<file path="config.mk">
export PLATFORM = sky130hd
export DESIGN_NAME = multi_timer_ctrl
export DESIGN_NICKNAME = d
export VERILOG_FILES = /design/src/rtl/multi_timer_ctrl.sv
export SDC_FILE = /design/constraint.sdc
export NUM_CORES = 1
export LEC_CHECK = 0
export CAP_MARGIN = 20
export CORE_MARGIN = 2
export CORE_UTILIZATION = 56
export CTS_CLUSTER_DIAMETER = 80
export DETAILED_ROUTE_END_ITERATION = 16
export PLACE_DENSITY = 0.8
export SLEW_MARGIN = 30
export SYNTH_ARGS = -nofsm -noshare
export SYNTH_HDL_FRONTEND = slang
export SYNTH_SLANG_ARGS = --single-unit
export TNS_END_PERCENT = 30
</file>
<file path="constraint.sdc">
create_clock -name clk -period 5.2 [get_ports clk]
set_clock_uncertainty 0.1 [all_clocks]
set_input_delay 1.04 -clock clk [delete_from_list [all_inputs] [get_ports clk]]
set_output_delay 1.04 -clock clk [all_outputs]
set_load 0.05 [all_outputs]
</file>
<file path="src/rtl/multi_timer_ctrl.sv">
// N-channel countdown timer controller: per-channel time, preset and state, button-driven
// channel select and editing, 1 Hz countdown, and an alarm that times out back to the preset.
module multi_timer_ctrl #(
    parameter int  CHANNELS   = 4,
    parameter int  TW         = 13,
    parameter int  MAX_SEC    = 5999,
    parameter int  ALARM_SECS = 10,
    localparam int CW         = $clog2(CHANNELS)
) (
    input  logic                clk,
    input  logic                rst_n,
    input  logic                sec,
    input  logic                btn_up,
    input  logic                btn_down,
    input  logic                btn_left,
    input  logic                btn_right,
    input  logic                btn_action,
    output logic [TW-1:0]       disp_time,
    output logic [1:0]          disp_state,
    output logic [CW-1:0]       disp_chan,
    output logic [CHANNELS-1:0] alarm
);

    localparam int AW = $clog2(ALARM_SECS + 1);

    localparam logic [TW-1:0] T_ZERO = {TW{1'b0}};
    localparam logic [TW-1:0] T_ONE  = TW'(1);
    localparam logic [TW-1:0] T_MAX  = TW'(MAX_SEC);
    localparam logic [AW-1:0] A_ZERO = {AW{1'b0}};
    localparam logic [AW-1:0] A_ONE  = AW'(1);
    localparam logic [AW-1:0] A_INIT = AW'(ALARM_SECS);
    localparam logic [CW-1:0] S_ZERO = {CW{1'b0}};
    localparam logic [CW-1:0] S_ONE  = CW'(1);
    localparam logic [CW-1:0] S_LAST = CW'(CHANNELS - 1);

    typedef enum logic [1:0] {
        ST_IDLE  = 2'd0,
        ST_RUN   = 2'd1,
        ST_PAUSE = 2'd2,
        ST_ALARM = 2'd3
    } state_e;

    logic [4:0]    btn_s;
    logic [4:0]    btn_q;
    logic [4:0]    press_s;
    logic          up_p_s;
    logic          down_p_s;
    logic          left_p_s;
    logic          right_p_s;
    logic          act_p_s;

    logic [CW-1:0] sel_q;
    logic [CW-1:0] sel_d;

    logic [TW-1:0] time_q   [CHANNELS];
    logic [TW-1:0] time_d   [CHANNELS];
    logic [TW-1:0] preset_q [CHANNELS];
    logic [TW-1:0] preset_d [CHANNELS];
    state_e        state_q  [CHANNELS];
    state_e        state_d  [CHANNELS];
    logic [AW-1:0] acnt_q   [CHANNELS];
    logic [AW-1:0] acnt_d   [CHANNELS];

    logic [CHANNELS-1:0] alarm_s;
    logic [TW-1:0]       disp_time_q;
    logic [1:0]          disp_state_q;
    logic [CW-1:0]       disp_chan_q;
    logic [CHANNELS-1:0] alarm_q;

    // History resets to all-ones so a button held through reset never registers a press.
    assign btn_s     = {btn_action, btn_right, btn_left, btn_down, btn_up};
    assign press_s   = btn_s & ~btn_q;
    assign up_p_s    = press_s[0];
    assign down_p_s  = press_s[1];
    assign left_p_s  = press_s[2];
    assign right_p_s = press_s[3];
    assign act_p_s   = press_s[4];

    // Button level history for rising-edge detection
    always_ff @(posedge clk or negedge rst_n) begin
        if (!rst_n) begin
            btn_q <= 5'b11111;
        end else begin
            btn_q <= btn_s;
        end
    end

    // Next selected channel, wrapping in both directions
    always_comb begin
        sel_d = sel_q;
        if (right_p_s && !left_p_s) begin
            sel_d = (sel_q == S_LAST) ? S_ZERO : sel_q + S_ONE;
        end else if (left_p_s && !right_p_s) begin
            sel_d = (sel_q == S_ZERO) ? S_LAST : sel_q - S_ONE;
        end else begin
            sel_d = sel_q;
        end
    end

    // Per-channel next state: an action on the selected channel swallows that channel's tick
    always_comb begin
        for (int i = 0; i < CHANNELS; i++) begin
            time_d[i]   = time_q[i];
            preset_d[i] = preset_q[i];
            state_d[i]  = state_q[i];
            acnt_d[i]   = acnt_q[i];

            if ((sel_q == CW'(i)) && act_p_s) begin
                case (state_q[i])
                    ST_IDLE: begin
                        if (time_q[i] != T_ZERO) begin
                            state_d[i]  = ST_RUN;
                            preset_d[i] = time_q[i];
                        end else begin
                            state_d[i]  = ST_IDLE;
                        end
                    end
                    ST_RUN:   state_d[i] = ST_PAUSE;
                    ST_PAUSE: begin
                        if (time_q[i] != T_ZERO) begin
                            state_d[i] = ST_RUN;
                        end else begin
                            state_d[i] = ST_IDLE;
                        end
                    end
                    ST_ALARM: begin
                        state_d[i] = ST_IDLE;
                        time_d[i]  = preset_q[i];
                        acnt_d[i]  = A_ZERO;
                    end
                    default:  state_d[i] = ST_IDLE;
                endcase
            end else begin
                if ((sel_q == CW'(i)) && (up_p_s != down_p_s) &&
                    ((state_q[i] == ST_IDLE) || (state_q[i] == ST_PAUSE))) begin
                    if (up_p_s) begin
                        time_d[i] = (time_q[i] < T_MAX) ? time_q[i] + T_ONE : T_MAX;
                    end else begin
                        time_d[i] = (time_q[i] != T_ZERO) ? time_q[i] - T_ONE : T_ZERO;
                    end
                end else begin
                    time_d[i] = time_q[i];
                end

                if (sec) begin
                    case (state_q[i])
                        ST_RUN: begin
                            if (time_q[i] > T_ONE) begin
                                time_d[i] = time_q[i] - T_ONE;
                            end else begin
                                time_d[i]  = T_ZERO;
                                state_d[i] = ST_ALARM;
                                acnt_d[i]  = A_INIT;
                            end
                        end
                        ST_ALARM: begin
                            if (acnt_q[i] > A_ONE) begin
                                acnt_d[i] = acnt_q[i] - A_ONE;
                            end else begin
                                acnt_d[i]  = A_ZERO;
                                state_d[i] = ST_IDLE;
                                time_d[i]  = preset_q[i];
                            end
                        end
                        default: state_d[i] = state_q[i];
                    endcase
                end else begin
                    acnt_d[i] = acnt_q[i];
                end
            end
        end
    end

    // Channel state and selection registers
    always_ff @(posedge clk or negedge rst_n) begin
        if (!rst_n) begin
            sel_q <= S_ZERO;
            for (int i = 0; i < CHANNELS; i++) begin
                time_q[i]   <= T_ZERO;
                preset_q[i] <= T_ZERO;
                state_q[i]  <= ST_IDLE;
                acnt_q[i]   <= A_ZERO;
            end
        end else begin
            sel_q <= sel_d;
            for (int i = 0; i < CHANNELS; i++) begin
                time_q[i]   <= time_d[i];
                preset_q[i] <= preset_d[i];
                state_q[i]  <= state_d[i];
                acnt_q[i]   <= acnt_d[i];
            end
        end
    end

    // Per-channel alarm flags
    always_comb begin
        alarm_s = {CHANNELS{1'b0}};
        for (int i = 0; i < CHANNELS; i++) begin
            alarm_s[i] = (state_q[i] == ST_ALARM);
        end
    end

    // Registered display outputs, one cycle behind the internal state
    always_ff @(posedge clk or negedge rst_n) begin
        if (!rst_n) begin
            disp_time_q  <= T_ZERO;
            disp_state_q <= 2'd0;
            disp_chan_q  <= S_ZERO;
            alarm_q      <= {CHANNELS{1'b0}};
        end else begin
            disp_time_q  <= time_q[sel_q];
            disp_state_q <= state_q[sel_q];
            disp_chan_q  <= sel_q;
            alarm_q      <= alarm_s;
        end
    end

    assign disp_time  = disp_time_q;
    assign disp_state = disp_state_q;
    assign disp_chan  = disp_chan_q;
    assign alarm      = alarm_q;

endmodule

</file>
==> results.md <==
- MaxCap Viol Count: 0
- Area occupied by multi-input gates: 7540 µm²
- Fillcell total: 1860
- Layout cells sized above 1: 10.2%
- Largest family of logic cells by synthesized area: compound AO/OA/AOI/OAI gates
- Area contributors post-synth: dfrtp_1, nand2_1, o21ai_0, mux2_2, a21oi_1
- Routed WL per cell: 22.6 µm
- Worst path top cell family by delay: simple AND/OR/NAND/NOR gates
- Placed cell area: 12400 µm²
- Yosys top cell by area: dfrtp_1
- CP peak stage delay: 0.51 ns
- Worst slack at placement: 1.10 ns
- Asr flop ratio synth: 100%
- Post-synthesis register bit count: 156
- First-pass DRT Iterations: 6
- Post-synth net total: 1500
- TritonCTS clock tree: yes
- Post-Syn Area per Cell: 8.26 µm²
- Tmin final: 3.80 ns
- Post-synthesis mux area share: 9.39%
- Sequential share of power: 37.4%
- Slew HR: 33.1%
- Internal power: 3.87 mW
- Seq. cell area: 3910 µm²
- Setup violators final: 0
- DP Cell Count: 1649
- Final slew viol count: 0
- Leakage power: 4.86 nW
- Final nets: 1426
- Design area: 12900 µm²
- Die ar.: 22800 µm²
- Clock power frac: 15.1%
- Post-synthesis adder-cell area fraction: 2.58%
- Largest net degree at the start of global routing: 87
- Simple-Gate Fraction of Synth Area: 21.7%
- Fin. Hold Viols: 0
- Post_cts resized: 0
- CP max-delay cell: nor2b_1
- FF-to-FF Start: time_q[40]
- PwrDens: 593 nW/µm²
- Post-synth EDFFs: 0
- Drc violations: 0
- Initial cell density of the core: 57.3%
- Synth warn: 0
- H-Tree Level Count: 4
- RD Place Congestion: 0.970
- Final WL: 38000 µm
- Antenna Cells: 0
- Vias: 12100
- Clock Path Buffers: 2
- Net Sw Frac: 49.2%
- Crit start category: primary input
- CP arrival: 3.99 ns
- Ys flop type: dfrtp_1
- Core Util, Final: 60.9%
- Final setup margin: 1.40 ns
- Critical path, cell by cell: clkdlybuf4s50_1 -> nor2b_1 -> xnor2_1 -> buf_4 -> nor2_1 -> nand2_1 -> o311ai_0 -> o211ai_1
- Post-synthesis cell area: 12100 µm²
- HP Class: register to register
- Syn Inst Count: 1467
- Crit path kind: primary input to register
- Routed vias/inst: 7.21
- Detail Route Antenna Nets: 0
- # rows: 53
- Total gr overflow: 0
- Switching Power: 3.76 mW
- Gate power share: 47.4%
- Kind of end point of the critical path: register
- Sequential area share after synthesis: 32.3%
- Least-Margin Pin Slew: 0.995 ns
- Critical Path Source: btn_down
- Setup crit end: time_q[21]
- Die Wd: 151 µm
- First-pass GRT wire length: 61000 µm
- Post-CTS Setup Repair Bufs: 0
- Hold_ws: 0.422 ns
- CTS Hold Bufs: 0
- Hpwl dp: 25100 µm
- R2r endpoint: preset_q[44]
- Die H: 151 µm
- Post-synth top area share: 31.2%
- Complex-gate fraction of the synthesized area: 25.0%
- GRT Util Overall: 33.9%
- Area delta synth->final: 6.26%
- Fmax: 0.263 GHz
- CTS buffer count: 17
- Most frequent cell after synthesis: nand2_1
- Final setup TNS: 0 ns
- Outcome: complete, no violations
- R2R depth: 6
- Vias in the first global route: 11400
- Synth cell count leaders: nand2_1, dfrtp_1, clkbuf_1
- Clock Sink Count: 156
- Max FO, Critical Path: 10
- Worst skew pair latency: 0.44 ns
- Worst path depth: 8
- RSZ-0062 raised after global routing: false
- I/O pin cnt: 29
- Worst-path clk slew: 0.07 ns
- PnR Total Power: 7.63 mW
- Initial antenna violation count: 0
- Tcrit/Tclk final: 73.0%
- Core box area: 21200 µm²
- Root Driver: clkbuf_16
- Worst endpoint required time: 5.39 ns
- Synth cell types: 83
- Maximum vdd ir drop: 0.000303 V
- Reg2Reg Setup Slack: 1.46 ns
- Crit path buffers/inverters: 2
- DRT iter0 DRCs: 2169
- XOR/XNOR Fraction of Synth Area: 3.40%
- Non-filler cells, final: 1680
- IO Port Bufs: 28
[how the worst min path moves through the flow]
stage                         to         start  depth (start not counted)  slack [ns]
global route        preset_q[48]  preset_q[48]                          1        0.44
floorplan           disp_chan[1]      sel_q[1]                          0        0.30
detailed placement  preset_q[42]  preset_q[42]                          1        0.40
global placement    preset_q[42]  preset_q[42]                          1        0.38
finish              preset_q[26]  preset_q[26]                          2        0.42
CTS                 preset_q[26]  preset_q[26]                          2        0.42
[tightest hold or removal path, cell delays in order (launching register included)]
cell	delay [ns]
dfrtp_1	0.37
nand2_1	0.05
o21ai_0	0.06
[placed cells by master, fill, tap and decap left out, drive strengths merged, types with 15 or more instances in the layout]
cell type / synthesis / routed
o31ai: 18 / 18
xnor2: 34 / 34
nand3: 41 / 41
or4: 23 / 23
mux4: 15 / 15
o221ai: 32 / 32
mux2i: 27 / 27
a21oi: 93 / 93
nand2: 175 / 175
o21ai: 124 / 124
buf: 19 / 21
o211ai: 18 / 18
a31oi: 19 / 19
clkdlybuf4s50: 0 / 26
and3: 15 / 15
mux2: 47 / 47
clkbuf: 121 / 20
nor3: 43 / 43
nand4: 16 / 16
ha: 25 / 25
dfrtp: 151 / 151
nor4: 36 / 36
nand2b: 17 / 17
nor2: 82 / 82
inv: 36 / 37
[routing by layer]
metal	track usage, %	vias up	part of all wire [%]
met2	51.3	804	45
li1	-	5367	-
met4	15.4	0	3.6
met5	0	-	0
met3	7.65	151	11
met1	46.6	5798	40
[cells by family (layout without fill, tap and decap cells)]
group	after synthesis	after routing
flip-flops	156	156
XOR/XNOR	47	47
buffers and inverters	177	115
multiplexers	89	89
AND/OR/NAND/NOR	520	520
AO/OA/AOI/OAI	453	453
adder cells (fa/ha/maj)	25	25
[flip-flops by register name, summed over array words and instances, names as in the netlist, 4 cells and up]
register   cells
preset_q      52
alarm          4
time_q        52
disp_time     13
state_q        8
acnt_q        16
btn_q          5
[power groups by stage]
stage / Sequential (mW) / Combinational, mW / Clock [mW]
final: 2.86 / 3.62 / 1.16
after global routing: 2.92 / 3.94 / 1.21
after CTS: 2.78 / 3.57 / 1.17
after detailed placement: 2.80 / 3.55 / 0
after global placement: 2.78 / 3.47 / 0
after floorplan: 2.27 / 2.99 / 0
[final cells by class]
type / instances / area share, %
repair buffers: 47 / 3.26
well taps: 275 / 2.67
inverters: 37 / 1.08
flip-flops and latches: 156 / 30.4
clock buffers: 20 / 3.47
multi-input cells: 1134 / 58.6
clock inverters: 11 / 0.564
Power figures use the tool's default switching activity.
